### src/rtl/vgg16_pkg.sv
// Constants and types shared by the VGG16 layer engines that sit on the common BRAM.
package vgg16_pkg;

  localparam int unsigned DATA_W   = 8;
  localparam int unsigned ADDR_W   = 20;
  localparam int unsigned READ_LAT = 2;
  localparam int unsigned PHASE_W  = $clog2(READ_LAT + 1);

  typedef enum logic [4:0] {
    StIdle  = 5'b00001,
    StCheck = 5'b00010,
    StRead  = 5'b00100,
    StWrite = 5'b01000,
    StDone  = 5'b10000
  } layer_state_e;

  function automatic logic [DATA_W-1:0] relu(input logic [DATA_W-1:0] x);
    return x[DATA_W-1] ? '0 : x;
  endfunction

endpackage

### src/rtl/maxpool_flatten_if.sv
// Single-port BRAM bus shared by the VGG16 layer engines; one master at a time.
interface maxpool_flatten_if;
  import vgg16_pkg::*;

  logic              ena;
  logic              wea;
  logic [ADDR_W-1:0] addra;
  logic [DATA_W-1:0] dina;
  logic [DATA_W-1:0] douta;

  modport master (output ena, wea, addra, dina, input douta);
  modport slave  (input ena, wea, addra, dina, output douta);

endinterface

### src/rtl/pool_addr_gen.sv
// Loop counters (c, orow, ocol, window index k) and input/output address generation.
module pool_addr_gen
  import vgg16_pkg::*;
(
  input  logic              clk_i,
  input  logic              rst_ni,
  input  logic              clr_i,
  input  logic              k_clr_i,
  input  logic              k_inc_i,
  input  logic              adv_i,
  input  logic [ADDR_W-1:0] in_base_i,
  input  logic [ADDR_W-1:0] out_base_i,
  input  logic [7:0]        h_i,
  input  logic [7:0]        w_i,
  input  logic [9:0]        c_num_i,
  output logic [ADDR_W-1:0] in_addr_o,
  output logic [ADDR_W-1:0] out_addr_o,
  output logic              k_first_o,
  output logic              k_last_o,
  output logic              c_done_o,
  output logic              empty_o
);

  logic [9:0] c_q, c_d;
  logic [6:0] orow_q, orow_d, ocol_q, ocol_d;
  logic [1:0] k_q, k_d;
  logic [6:0] ho, wo;
  logic [7:0] row, col;

  assign ho  = h_i[7:1];
  assign wo  = w_i[7:1];
  assign row = {orow_q, k_q[1]};
  assign col = {ocol_q, k_q[0]};

  always_comb begin
    c_d    = c_q;
    orow_d = orow_q;
    ocol_d = ocol_q;
    k_d    = k_q;
    if (clr_i) begin
      c_d    = '0;
      orow_d = '0;
      ocol_d = '0;
      k_d    = '0;
    end else begin
      if (k_clr_i) k_d = '0;
      if (k_inc_i) k_d = k_q + 2'd1;
      if (adv_i) begin
        if (ocol_q == wo - 7'd1) begin
          ocol_d = '0;
          if (orow_q == ho - 7'd1) begin
            orow_d = '0;
            c_d    = c_q + 10'd1;
          end else begin
            orow_d = orow_q + 7'd1;
          end
        end else begin
          ocol_d = ocol_q + 7'd1;
        end
      end
    end
  end

  always_ff @(posedge clk_i or negedge rst_ni) begin
    if (!rst_ni) begin
      c_q    <= '0;
      orow_q <= '0;
      ocol_q <= '0;
      k_q    <= '0;
    end else begin
      c_q    <= c_d;
      orow_q <= orow_d;
      ocol_q <= ocol_d;
      k_q    <= k_d;
    end
  end

  // All products are taken at ADDR_W bits so oversized maps wrap rather than widen.
  assign in_addr_o  = in_base_i + ADDR_W'(c_q) * ADDR_W'(h_i) * ADDR_W'(w_i)
                    + ADDR_W'(row) * ADDR_W'(w_i) + ADDR_W'(col);
  assign out_addr_o = out_base_i + ADDR_W'(c_q) * ADDR_W'(ho) * ADDR_W'(wo)
                    + ADDR_W'(orow_q) * ADDR_W'(wo) + ADDR_W'(ocol_q);

  assign k_first_o = (k_q == 2'd0);
  assign k_last_o  = (k_q == 2'd3);
  assign c_done_o  = (c_q == c_num_i);
  assign empty_o   = (ho == '0) || (wo == '0) || (c_num_i == '0);

endmodule

### src/rtl/maxpool_flatten.sv
// 2x2/stride-2 max pooling from the shared BRAM into a flattened vector for the FC stage.
// Build option: define POOL_RELU_EN to clamp negative pooled results to zero on write.
module maxpool_flatten
  import vgg16_pkg::*;
(
  input  logic                clk,
  input  logic                rst,
  input  logic                pool_en,
  input  logic [ADDR_W-1:0]   in_base_addr,
  input  logic [ADDR_W-1:0]   out_base_addr,
  input  logic [7:0]          height,
  input  logic [7:0]          width,
  input  logic [9:0]          channels,
  maxpool_flatten_if.master   vgg16_bram,
  output logic                pool_finish
);

  layer_state_e       state_q, state_d;
  logic [PHASE_W-1:0] phase_q, phase_d;
  logic [DATA_W-1:0]  max_q, max_d, wr_val;
  logic [7:0]         h_q, h_d, w_q, w_d;
  logic [9:0]         c_num_q, c_num_d;
  logic [ADDR_W-1:0]  in_base_q, in_base_d, out_base_q, out_base_d;
  logic [ADDR_W-1:0]  in_addr, out_addr;
  logic               k_first, k_last, c_done, empty, rd_done, wr_end;

  assign rd_done = (state_q == StRead) && (phase_q == PHASE_W'(READ_LAT));
  assign wr_end  = (state_q == StWrite) && (phase_q != '0);

  pool_addr_gen u_addr_gen (
    .clk_i      (clk),
    .rst_ni     (rst),
    .clr_i      (pool_en && (state_q == StIdle)),
    .k_clr_i    (pool_en && (state_q == StCheck)),
    .k_inc_i    (pool_en && rd_done),
    .adv_i      (pool_en && wr_end),
    .in_base_i  (in_base_q),
    .out_base_i (out_base_q),
    .h_i        (h_q),
    .w_i        (w_q),
    .c_num_i    (c_num_q),
    .in_addr_o  (in_addr),
    .out_addr_o (out_addr),
    .k_first_o  (k_first),
    .k_last_o   (k_last),
    .c_done_o   (c_done),
    .empty_o    (empty)
  );

  always_ff @(posedge clk or negedge rst) begin
    if (!rst) begin
      state_q <= StIdle;
    end else begin
      state_q <= state_d;
    end
  end

  // Releasing pool_en is the only way out of StDone; elsewhere it freezes the block.
  always_comb begin
    state_d = state_q;
    if (!pool_en) begin
      if (state_q == StDone) state_d = StIdle;
    end else begin
      unique case (state_q)
        StIdle:  state_d = StCheck;
        StCheck: state_d = (empty || c_done) ? StDone : StRead;
        StRead:  if (rd_done && k_last) state_d = StWrite;
        StWrite: if (wr_end) state_d = StCheck;
        StDone:  state_d = StDone;
        default: state_d = StIdle;
      endcase
    end
  end

  always_comb begin
    phase_d    = phase_q;
    max_d      = max_q;
    h_d        = h_q;
    w_d        = w_q;
    c_num_d    = c_num_q;
    in_base_d  = in_base_q;
    out_base_d = out_base_q;
    unique case (state_q)
      StIdle: begin
        h_d        = height;
        w_d        = width;
        c_num_d    = channels;
        in_base_d  = in_base_addr;
        out_base_d = out_base_addr;
        phase_d    = '0;
        max_d      = '0;
      end
      StCheck: phase_d = '0;
      StRead: begin
        if (rd_done) begin
          phase_d = '0;
          if (k_first || ($signed(vgg16_bram.douta) > $signed(max_q))) max_d = vgg16_bram.douta;
        end else begin
          phase_d = phase_q + PHASE_W'(1);
        end
      end
      StWrite: phase_d = wr_end ? '0 : PHASE_W'(1);
      default: ;
    endcase
  end

  always_ff @(posedge clk or negedge rst) begin
    if (!rst) begin
      phase_q    <= '0;
      max_q      <= '0;
      h_q        <= '0;
      w_q        <= '0;
      c_num_q    <= '0;
      in_base_q  <= '0;
      out_base_q <= '0;
    end else if (pool_en) begin
      phase_q    <= phase_d;
      max_q      <= max_d;
      h_q        <= h_d;
      w_q        <= w_d;
      c_num_q    <= c_num_d;
      in_base_q  <= in_base_d;
      out_base_q <= out_base_d;
    end
  end

`ifdef POOL_RELU_EN
  assign wr_val = relu(max_q);
`else
  assign wr_val = max_q;
`endif

  always_comb begin
    vgg16_bram.ena   = ((state_q == StRead) || (state_q == StWrite)) && (phase_q == '0);
    vgg16_bram.wea   = (state_q == StWrite) && (phase_q == '0);
    vgg16_bram.addra = '0;
    vgg16_bram.dina  = '0;
    if (vgg16_bram.wea) begin
      vgg16_bram.addra = out_addr;
      vgg16_bram.dina  = wr_val;
    end else if (vgg16_bram.ena) begin
      vgg16_bram.addra = in_addr;
    end
    pool_finish = (state_q == StDone);
  end

endmodule

### src/flat_wrapper.sv
// flat-port wrapper written by rule: the top's interface ports become plain ports
module maxpool_flatten_flat import vgg16_pkg::*;
  (clk, rst, pool_en, in_base_addr, out_base_addr, height, width, channels, pool_finish, vgg16_bram_ena, vgg16_bram_wea, vgg16_bram_addra, vgg16_bram_dina, vgg16_bram_douta);
  maxpool_flatten_if vgg16_bram_i ();
  input  logic clk;
  input  logic rst;
  input  logic pool_en;
  input  logic [ADDR_W-1:0] in_base_addr;
  input  logic [ADDR_W-1:0] out_base_addr;
  input  logic [7:0] height;
  input  logic [7:0] width;
  input  logic [9:0] channels;
  output logic pool_finish;
  output wire logic [$bits(vgg16_bram_i.ena)-1:0] vgg16_bram_ena;
  output wire logic [$bits(vgg16_bram_i.wea)-1:0] vgg16_bram_wea;
  output wire logic [$bits(vgg16_bram_i.addra)-1:0] vgg16_bram_addra;
  output wire logic [$bits(vgg16_bram_i.dina)-1:0] vgg16_bram_dina;
  input wire logic [$bits(vgg16_bram_i.douta)-1:0] vgg16_bram_douta;
  assign vgg16_bram_ena = vgg16_bram_i.ena;
  assign vgg16_bram_wea = vgg16_bram_i.wea;
  assign vgg16_bram_addra = vgg16_bram_i.addra;
  assign vgg16_bram_dina = vgg16_bram_i.dina;
  assign vgg16_bram_i.douta = vgg16_bram_douta;
  maxpool_flatten u_core (.clk(clk), .rst(rst), .pool_en(pool_en), .in_base_addr(in_base_addr), .out_base_addr(out_base_addr), .height(height), .width(width), .channels(channels), .vgg16_bram(vgg16_bram_i), .pool_finish(pool_finish));
endmodule
### config.mk
export PLATFORM = sky130hd
export DESIGN_NAME = maxpool_flatten_flat
export DESIGN_NICKNAME = d
export VERILOG_FILES = /design/src/rtl/vgg16_pkg.sv /design/src/rtl/maxpool_flatten_if.sv /design/src/rtl/pool_addr_gen.sv /design/src/rtl/maxpool_flatten.sv /design/src/flat_wrapper.sv
export SDC_FILE = /design/constraint.sdc
export NUM_CORES = 1
export LEC_CHECK = 0
export BUFFER_PORTS_ARGS = -buffer_cell sky130_fd_sc_hd__buf_2
export CAP_MARGIN = 20
export CORE_MARGIN = 4
export CORE_UTILIZATION = 50
export CTS_BUF_LIST = sky130_fd_sc_hd__clkbuf_8
export CTS_CLUSTER_SIZE = 14
export DETAILED_ROUTE_END_ITERATION = 12
export GPL_TIMING_DRIVEN = 1
export PLACE_DENSITY = 0.68
export SLEW_MARGIN = 20
export SYNTH_ARGS = -nofsm -noshare
export SYNTH_HDL_FRONTEND = slang
export SYNTH_SLANG_ARGS = --single-unit
### constraint.sdc
create_clock -name clk -period 9.1 [get_ports clk]
set_clock_uncertainty 0.2 [all_clocks]
set_input_delay 0.455 -clock clk [delete_from_list [all_inputs] [get_ports clk]]
set_output_delay 0.455 -clock clk [all_outputs]
set_load 0.02 [all_outputs]
==> results of run 1 <==
==> layout by cell type, fill, tap and decap left out, types with 34 or more instances in the layout <==
cell type / count
and2_1: 194
buf_2: 93
buf_4: 269
dfrtp_1: 101
dlygate4sd3_1: 38
fa_1: 369
ha_1: 174
inv_1: 470
nand2_1: 361
nor2_1: 62
o21ai_0: 62
xnor2_1: 51
xor2_1: 34
==> metrics by stage <==
stage	setup TNS, ps	setup slack, ps	instance area (um^2)	util
2_1_floorplan	-767	-397	21300	-
3_3_place_gp	-6070	-925	24000	0.574
3_5_place_dp	-7410	-1000	24000	0.574
4_1_cts	-9590	-1210	25400	0.607
5_1_grt	-13980	-1550	25700	0.614
6_report	-9880	-1230	25700	0.614
==> worst reg2reg max path, delay by kind of cell (launching register included) <==
| kind | cells | cell delay (ps) |
|---|---|---|
| buffers and inverters | 1 | 380 |
| adder cells (fa/ha/maj) | 1 | 310 |
| AND/OR/NAND/NOR | 4 | 1510 |
| AO/OA/AOI/OAI | 3 | 850 |
| XOR/XNOR | 2 | 330 |
| flip-flops | 1 | 990 |
==> flip-flops by register name (all words and copies together), names as in the netlist <==
register and flops:
u_core.in_base_q 20, u_core.out_base_q 20, u_core.c_num_q 10, u_core.u_addr_gen.c_q 10, u_core.h_q 8, u_core.max_q 8
u_core.w_q 8, u_core.u_addr_gen.ocol_q 7, u_core.u_addr_gen.orow_q 7, u_core.state_q 5, u_core.phase_q 2, u_core.u_addr_gen.k_q 2
==> kinds of logic after synthesis <==
group,after synthesis,share of synthesized area
AO/OA/AOI/OAI,216,0.0675
adder cells (fa/ha/maj),574,0.473
AND/OR/NAND/NOR,773,0.177
flip-flops,107,0.127
multiplexers,10,0.00486
XOR/XNOR,108,0.0485
buffers and inverters,573,0.102
==> area by class of cell <==
type	count	area, um^2	share of cell area
multi-input combinational	1681	17200	0.669
timing repair buffer	422	3130	0.122
sequential	107	2690	0.105
inverter	486	1830	0.0711
tap	539	674	0.0263
clock buffer	9	124	0.00482
clock inverter	6	62.6	0.00244
==> path summary, 6_finish.rpt <==
path	startpoint	endpoint	slack (ps)	cells after the start
max	u_core.h_q[7]	vgg16_bram_addra[19]	-1230	37
min	in_base_addr[18]	u_core.in_base_q[18]	20	3
max reg2reg	u_core.w_q[2]	u_core.u_addr_gen.c_q[7]	4440	11
min reg2reg	u_core.out_base_q[3]	u_core.out_base_q[3]	300	2
max in group asynchronous	rst	u_core.state_q[0]	7270	4
min in group asynchronous	rst	u_core.out_base_q[13]	300	2
==> metal layers <==
layer  GRT usage  vias to the layer above  wire length [um]
li1            -                     7872                 -
met3      0.0552                      136              4310
met1       0.373                     8547             26100
met5           0                        -                 0
met2       0.467                      541             29000
met4      0.0735                        0              1860
==> timing repair <==
| action | in CTS | in global routing |
|---|---|---|
| endpoints found under the setup margin | 13 | 13 |
| pin swaps | 89 | 52 |
| endpoints found under the hold margin | 64 | 0 |
| setup buffers | 25 | 7 |
| gates resized for setup | 141 | 48 |
| gates cloned | 0 | 0 |
| hold buffers | 38 | 0 |
==> metrics.md, run 1 <==
| Metric | Value |
|---|---|
| Max cap viols | 0 |
| Root Driver | clkbuf_8 |
| H-tree level count | 3 |
| Routed Antenna Nets | 0 |
| Starting Density | 0.504 |
| Type of origin of the critical path | flip-flop |
| Drt wl/cell | 18.8 um |
| Slowest CP cell | fa_1 |
| Layout area overhead | 21.7% |
| Final Hold Fails | 0 |
| Via density | 5.26 |
| Clock sinks | 107 |
| Worst path bufs/invs | 9 |
| Async SR Flop Fraction | 1.00 |
| Cells after Synth | 2361 |
| DRC Markers | 0 |
| Later-pin clock latency in the skew report | 450 ps |
| Yosys top cell area share | 0.354 |
| Ys Warns | 0 |
| CTS tree | built |
| Vias in the first global route | 18900 |
| Biggest cell delay along the critical path | 590 ps |
| Routed WL | 61.2 mm |
| Unrepaired setup endpoints after global routing | true |
| Die width | 213 um |
| Critical Path Fanout Max | 7 |
| Num CTS Buffers | 9 |
| Die area | 45600 um^2 |
| Slew margin rel. | 0.328 |
| Clk pin slew, worst setup/hold paths | 120 ps |
| Max-slew violations | 0 |
| Worst min path class | primary input to flip-flop |
| Hold Worst Slack | 17.5 ps |
| Sequential area share after synthesis | 0.127 |
| GRT Util Overall | 0.278 |
| Clk buf depth | 2 |
| FILL cells | 3520 |
| Synth cell count leaders | inv_1, fa_1, nand2_1, and2_1, ha_1 |
| Critical path endpoint category | output port |
| First-pass GRT wire length | 98.8 mm |
| Finished Layout Cells | 3250 |
| Mean Syn Cell Area | 8.94 um^2 |
| Tmin final | 10330 ps |
| RePlAce Congestion | 0.955 |
| DRT iter0 DRCs | 1008 |
| Input/output buffers | 107 |
| Top_reg_cell synth | dfrtp_1 |
| Kind of critical path | flip-flop to output port |
| #FFs+latches synth | 107 |
| Cell variety after synth | 74 |
| Post-Syn Nets | 3012 |
| Core box area | 41900 um^2 |
| Crit path max-delay family | adder cells |
| Fin nets | 3358 |
| Final worst slack | -1230 ps |
| Critical Path AT | 9680 ps |
| Placed Instances | 3168 |
| # diodes | 0 |
| FP Rows | 75 |
| IO Count | 108 |
| Largest net degree at the start of global routing | 93 |
| Total number of vias | 17100 |
| Synth area leader | fa_1 |
| Total congestion overflow | 0 |
| WP data required | 8450 ps |
| Count leader, synth | inv_1 |
| Slew @ Worst Pin | 1010 ps |
| Post-synthesis cell area | 21100 um^2 |
| Failing checks | negative setup slack |
| Chip Height | 213 um |
| Dominant cells by area after synthesis | fa_1, dfrtp_1, ha_1 |
| Fmax | 0.0968 GHz |
| Most used cell, CP | fa_1 |
| HPWL after DPL | 49.4 mm |
| First-pass DRT Iterations | 6 |
| Ratio of cells with drive above 1 in the final layout | 0.211 |
| Final setup violating endpoints | 12 |
| Fin crit share | 1.14 |
| Antenna violations before repair | 1 |
| Status | finished with violations |
| Post-synth EDFFs | 0 |
Power of run 1 is not shown: default switching activity piles up to over one toggle a cycle in this logic, so the estimate is an artifact.
==> run 2: changes to the inputs <==
CORE_MARGIN = unset   (was 4)
GPL_TIMING_DRIVEN = unset   (was 1)
==> run 2 against run 1 <==
The run still ends with negative setup slack left. Core utilization increased by 1.4 points. Register-to-register slack improved by 190 ps. First-iteration DRC count increased by 2.4%. Via count decreased by 0.36%. Die area decreased by 5.5%. Hold slack improved by 8.8 ps. Critical path type unchanged. Routed wire length decreased by 0.38%. Non-clock buffer count increased by 3. Flip-flop and latch count unchanged.
==> metrics.md, run 2 (same netlist as run 1, synthesis figures left out) <==
| Metric | Value |
|---|---|
| Status | finished with violations |
| Failing checks | negative setup slack |
| Antenna violations before repair | 2 (+1) |
| Root Driver | clkbuf_8 |
| Reg-to-Reg Start | u_core.w_q[2] |
| Chip Height | 207 um (-2.8%) |
| DRT iter0 DRCs | 1032 (+2.4%) |
| Layout area overhead | 22.5% |
| Slowest CP cell | fa_1 |
| Kind of critical path | flip-flop to output port |
| WP data required | 8450 ps (about the same) |
| Slew @ Worst Pin | 1170 ps (+162 ps) |
| First-pass DRT Iterations | 5 (-1) |
| Commonest cells after routing, fill and taps aside | inv_1, fa_1, nand2_1 |
| Most used cell, CP | fa_1 |
| Starting Density | 0.512 (+0.00797) |
| Drt wl/cell | 18.8 um (-0.29%) |
| Routed WL | 61.0 mm (-0.38%) |
| Min-delay src | out_base_addr[16] |
| Max-slew violations | 0 (unchanged) |
| CTS tree | built |
| Biggest cell delay along the critical path | 560 ps (-30 ps) |
| Clk pin slew, worst setup/hold paths | 130 ps (about the same) |
| # diodes | 0 (unchanged) |
| Via density | 5.25 (-0.27%) |
| GRT Util Overall | 0.295 (+0.0169) |
| Commonest non-fill, non-tap cell in the layout | inv_1 |
| R2R setup slack | 4630 ps (+190 ps) |
| Critical Path AT | 9680 ps (about the same) |
| Fmax | 0.0967 GHz (about the same) |
| Hold Worst Slack | 26.3 ps (+8.79 ps) |
| FP Rows | 74 (-1.3%) |
| HPWL after DPL | 49.5 mm (+0.37%) |
| H-tree level count | 3 (unchanged) |
| Die width | 207 um (-2.8%) |
| Later-pin clock latency in the skew report | 440 ps (about the same) |
| Unrepaired setup endpoints after global routing | true |
| Core box area | 41200 um^2 (-1.6%) |
| Worst-case reg-to-reg path depth | 12 (+1) |
| Routed Antenna Nets | 0 (unchanged) |
| Total number of vias | 17000 (-0.36%) |
| First-pass GRT wire length | 98.2 mm (-0.65%) |
| Tmin final | 10340 ps (+5.01 ps) |
| Num CTS Buffers | 9 (unchanged) |
| Slew margin rel. | 0.218 (-0.110) |
| Top Registers | u_core.in_base_q: 20 flops, u_core.out_base_q: 20 flops |
| RePlAce Congestion | 0.981 (+2.8%) |
| Critical R2R Capture | u_core.u_addr_gen.c_q[9] |
| Vias in the first global route | 18600 (-1.2%) |
| Input/output buffers | 107 (unchanged) |
| Worst min path class | primary input to flip-flop |
| Final Hold Fails | 0 (unchanged) |
| IO Count | 108 (unchanged) |
| Critical path endpoint category | output port |
| Ratio of cells with drive above 1 in the final layout | 0.217 (+0.00632) |
| Critical Path Fanout Max | 6 (-1) |
| Hold Crit Endpoint | u_core.out_base_q[16] |
| Type of origin of the critical path | flip-flop |
| Clock sinks | 107 (unchanged) |
| FILL cells | 3491 (-0.82%) |
| Final worst slack | -1240 ps (-5.01 ps) |
| Final setup violating endpoints | 12 (unchanged) |
| DRC Markers | 0 (unchanged) |
| Clk buf depth | 2 (unchanged) |
| Fin nets | 3361 (+0.089%) |
| Fin crit share | 1.14 (about the same) |
| Max cap viols | 0 (unchanged) |
| Hold depth | 3 (unchanged) |
| Largest net degree at the start of global routing | 94 (+1.1%) |
| Total congestion overflow | 0 (unchanged) |
| Die area | 43000 um^2 (-5.5%) |
## run 2: how the worst max path moves through the flow
stage          depth (start not counted)                startpoint                   end
2_1_floorplan                         39  u_core.u_addr_gen.c_q[0]  vgg16_bram_addra[19]
3_3_place_gp                          31  u_core.u_addr_gen.c_q[2]  vgg16_bram_addra[16]
3_5_place_dp                          36             u_core.h_q[3]  vgg16_bram_addra[19]
4_1_cts                               39             u_core.h_q[7]  vgg16_bram_addra[19]
5_1_grt                               38             u_core.h_q[6]  vgg16_bram_addra[19]
6_report                              39             u_core.h_q[7]  vgg16_bram_addra[19]
## run 2: layer usage
metal / track usage / routed length [um] / up-vias
met4: 0.0893 / 1680 / 2
met2: 0.485 / 28900 / 499
li1: - / - / 7869
met3: 0.0539 / 4160 / 99
met1: 0.396 / 26300 / 8565
met5: 0 / 13 / -
## run 2: cell type report
cell class | instances | area, um^2 | share of cell area
tap | 532 | 666 | 0.0257
inverter | 486 | 1830 | 0.0707
clock inverter | 7 | 86.3 | 0.00334
sequential | 107 | 2690 | 0.104
clock buffer | 9 | 124 | 0.00479
multi-input combinational | 1681 | 17300 | 0.669
timing repair buffer | 425 | 3170 | 0.123
## run 2: timing repair
item | in CTS | in global routing
setup endpoints to repair | 13 | 14
gates resized for setup | 157 | 61
setup buffers | 28 | 6
pin swaps | 94 | 61
endpoints found under the hold margin | 56 | 0
hold buffers | 43 | 0
## run 2: worst max-delay path, delay by kind of cell, from the launching register on
kind                       cells  cell delay [ps]
buffers and inverters         10              680
AOI/OAI and AO/OA             11             1790
and+or+nand+nor                4              420
xor gates and xnor gates       2              370
DFF                            1              470
adders and majority gates     12             5530
## run 2: through the flow
step	utilization	TNS, ps	instances	instance area, um^2	setup WS [ps]
final	0.628	-9940	3247	25900	-1240
after global routing	0.628	-14040	3247	25900	-1570
after CTS	0.621	-9920	3246	25600	-1160
after detailed placement	0.582	-7590	3160	24000	-1060
after global placement	0.582	-6800	3160	24000	-947
after floorplan	-	-767	2361	21300	-397
Power of run 2 is left out for the same reason.
==> run 3: changes to the inputs <==
SYNTH_HIERARCHICAL = 1   (was unset)
==> run 3 against run 2 <==
The run ends with design-rule violations, negative setup slack left. Synthesized cell count is 0.97% lower. Register-to-register slack worse by 220 ps. Final area is 2.8% higher. Critical path depth is 3 lower. Flip-flop and latch count stayed put. Sequential share of layout area is 0.28 points lower. Routed wire length is 2.2% lower. Fmax is 0.80% lower. Critical path type unchanged.
==> metrics.md, run 3 <==
| Metric | Value |
|---|---|
| Clk buf depth | 2 (unchanged) |
| Max cap viols | 0 (unchanged) |
| Total number of vias | 17100 (+0.32%) |
| DRT iter0 DRCs | 882 (-15%) |
| Post-synthesis cell area | 21000 um^2 (-0.72%) |
| HPWL after DPL | 46.8 mm (-5.5%) |
| Later-pin clock latency in the skew report | 480 ps (+40 ps) |
| Type of origin of the critical path | flip-flop |
| Vias in the first global route | 18500 (-0.86%) |
| Slew @ Worst Pin | 907 ps (-264 ps) |
| Most used cell, CP | fa_1 |
| Ratio of cells with drive above 1 in the final layout | 0.249 (+0.0315) |
| DRC Markers | 3 (+3) |
| Post-Syn Nets | 2988 (-0.80%) |
| H-tree level count | 3 (unchanged) |
| Final worst slack | -1320 ps (-83.2 ps) |
| Drt wl/cell | 18.2 um (-3.2%) |
| Fin nets | 3394 (+0.98%) |
| FP Rows | 74 (unchanged) |
| Tmin final | 10420 ps (+83.2 ps) |
| Worst path bufs/invs | 13 (+3) |
| Post-synth EDFFs | 0 (unchanged) |
| Max-slew violations | 0 (unchanged) |
| Top_reg_cell synth | dfrtp_1 |
| Die area | 42700 um^2 (-0.71%) |
| Ys Warns | 6 (+6) |
| Fmax | 0.0960 GHz (-0.80%) |
| Cells after Synth | 2338 (-0.97%) |
| Commonest non-fill, non-tap cell in the layout | inv_1 |
| Mean Syn Cell Area | 8.96 um^2 (+0.25%) |
| Unrepaired setup endpoints after global routing | true |
| Hold Crit Endpoint | u_core/w_q[1] |
| Worst-case reg-to-reg path depth | 11 (-1) |
| Clock sinks | 107 (unchanged) |
| Chip Height | 207 um (-0.36%) |
| Core box area | 41100 um^2 (-0.22%) |
| Count leader, synth | inv_1 |
| Largest family of logic cells by synthesized area | adder cells |
| #FFs+latches synth | 107 (unchanged) |
| Slew margin rel. | 0.395 (+0.178) |
| Final Hold Fails | 0 (unchanged) |
| Yosys top cell area share | 0.356 (+0.00258) |
| GRT Util Overall | 0.291 (-0.00319) |
| First-pass DRT Iterations | 11 (+6) |
| Slowest CP cell | fa_2 |
| R2R setup slack | 4410 ps (-220 ps) |
| IO Count | 108 (unchanged) |
| Critical R2R Capture | u_core/u_addr_gen/c_q[7] |
| Total congestion overflow | 0 (unchanged) |
| Pre-CTS setup slack | -1490 ps (-436 ps) |
| Num CTS Buffers | 9 (unchanged) |
| Final setup violating endpoints | 13 (+1) |
| Critical Path Fanout Max | 6 (unchanged) |
| Status | finished with violations |
| Post-synthesis simple-gate area fraction | 0.179 (+0.00135) |
| Fin Setup TNS | -9960 ps (-17.4 ps) |
| CTS tree | built |
| Mux contribution to synthesized area | 0.00716 (+0.00230) |
| Dominant cells by area after synthesis | fa_1, dfrtp_1, ha_1 |
| Antenna violations before repair | 2 (unchanged) |
| Clk pin slew, worst setup/hold paths | 130 ps (about the same) |
| Biggest cell delay along the critical path | 570 ps (about the same) |
| Hold depth | 3 (unchanged) |
| Synth area leader | fa_1 |
| Cell variety after synth | 74 (unchanged) |
| Post-synthesis compound-gate area fraction | 0.0587 (-0.00876) |
| Kind of critical path | flip-flop to output port |
| Worst min path class | primary input to flip-flop |
| Top Registers | u_core/in_base_q: 20 flops, u_core/out_base_q: 20 flops |
| Synth Area in Adders | 0.476 (+0.00285) |
| Via density | 5.21 (-0.75%) |
| Failing checks | design-rule violations, negative setup slack |
| Commonest cells after routing, fill and taps aside | inv_1, nand2_1, fa_1 |
| Starting Density | 0.510 (-0.00256) |
| Layout area overhead | 26.8% |
| Routed Antenna Nets | 0 (unchanged) |
| First-pass GRT wire length | 94.8 mm (-3.5%) |
| Root Driver | clkbuf_8 |
| RePlAce Congestion | 0.908 (-7.5%) |
| Critical path endpoint category | output port |
| Routed WL | 59.7 mm (-2.2%) |
| WP data required | 8450 ps (about the same) |
| Xor and xnor fraction of the mapped netlist area | 0.0522 (+0.00376) |
| Largest net degree at the start of global routing | 48 (-49%) |
| Min-delay src | width[1] |
| Input/output buffers | 107 (unchanged) |
| Critical Path AT | 9770 ps (+90 ps) |
| Die width | 207 um (-0.36%) |
| Crit path max-delay family | adder cells |
| Sequential area share after synthesis | 0.128 (+0.000924) |
| Async SR Flop Fraction | 1.00 (unchanged) |
| Fin crit share | 1.15 (+0.00914) |
| Synth cell count leaders | inv_1, nand2_1, fa_1, ha_1, and2_1 |
| Reg-to-Reg Start | u_core/state_q[3] |
==> run 3: how the worst max path moves through the flow <==
stage / start / end / slack [ps] / depth (start not counted)
global route: u_core/h_q[2] / vgg16_bram_addra[19] / -1610 / 36
CTS: u_core/h_q[2] / vgg16_bram_addra[19] / -1290 / 35
detailed placement: u_core/h_q[2] / vgg16_bram_addra[19] / -1490 / 34
global placement: u_core/h_q[2] / vgg16_bram_addra[19] / -1280 / 34
floorplan: u_core/h_q[4] / vgg16_bram_addra[19] / -400 / 34
finish: u_core/h_q[2] / vgg16_bram_addra[19] / -1320 / 36
==> run 3: logic make-up (layout without fill, tap and decap cells) <==
logic type                 Yosys count  count (layout)
xor gates and xnor gates           117             117
buffers and inverters              552             963
DFF                                107             107
AOI/OAI and AO/OA                  183             183
other                                0               1
adders and majority gates          573             573
and+or+nand+nor                    792             792
muxes                               14              14
==> run 3: per-layer routing <==
metal | share of wire | GRT usage | vias to the layer above
met4 | 0.033 | 0.0970 | 0
li1 | - | - | 7918
met3 | 0.057 | 0.0507 | 104
met5 | 0 | 0 | -
met2 | 0.49 | 0.496 | 474
met1 | 0.42 | 0.376 | 8592
==> run 3: metrics by stage <==
stage          std cells  utilization  area, um^2  hold WS [ps]
2_1_floorplan       2338            -       21200         -40.6
3_3_place_gp        3126        0.579       23800           261
3_5_place_dp        3126        0.579       23800           266
4_1_cts             3261        0.632       26000         0.891
5_1_grt             3282        0.647       26600          20.5
6_report            3282        0.647       26600          27.5
==> run 3: area by class of cell <==
class                      count  area [um^2]
fill                        3309        14500
timing repair buffer         488         3820
antenna                        1         2.50
tap                          532          666
clock inverter                 6         76.3
sequential                   107         2690
inverter                     459         1730
clock buffer                  10          138
multi-input combinational   1679        17500
==> run 3: what timing repair did <==
action	CTS	global route
resized for setup	221	107
buffers inserted	51	24
hold buffers	69	0
pin swaps	109	81
endpoints found under the hold margin	104	0
endpoints found under the setup margin	14	13
==> run 3: tightest hold or removal path, stage by stage <==
cell and delay (ps):
buf_2 70, nand2_1 90, nand2_1 70
Power of run 3 is left out for the same reason.
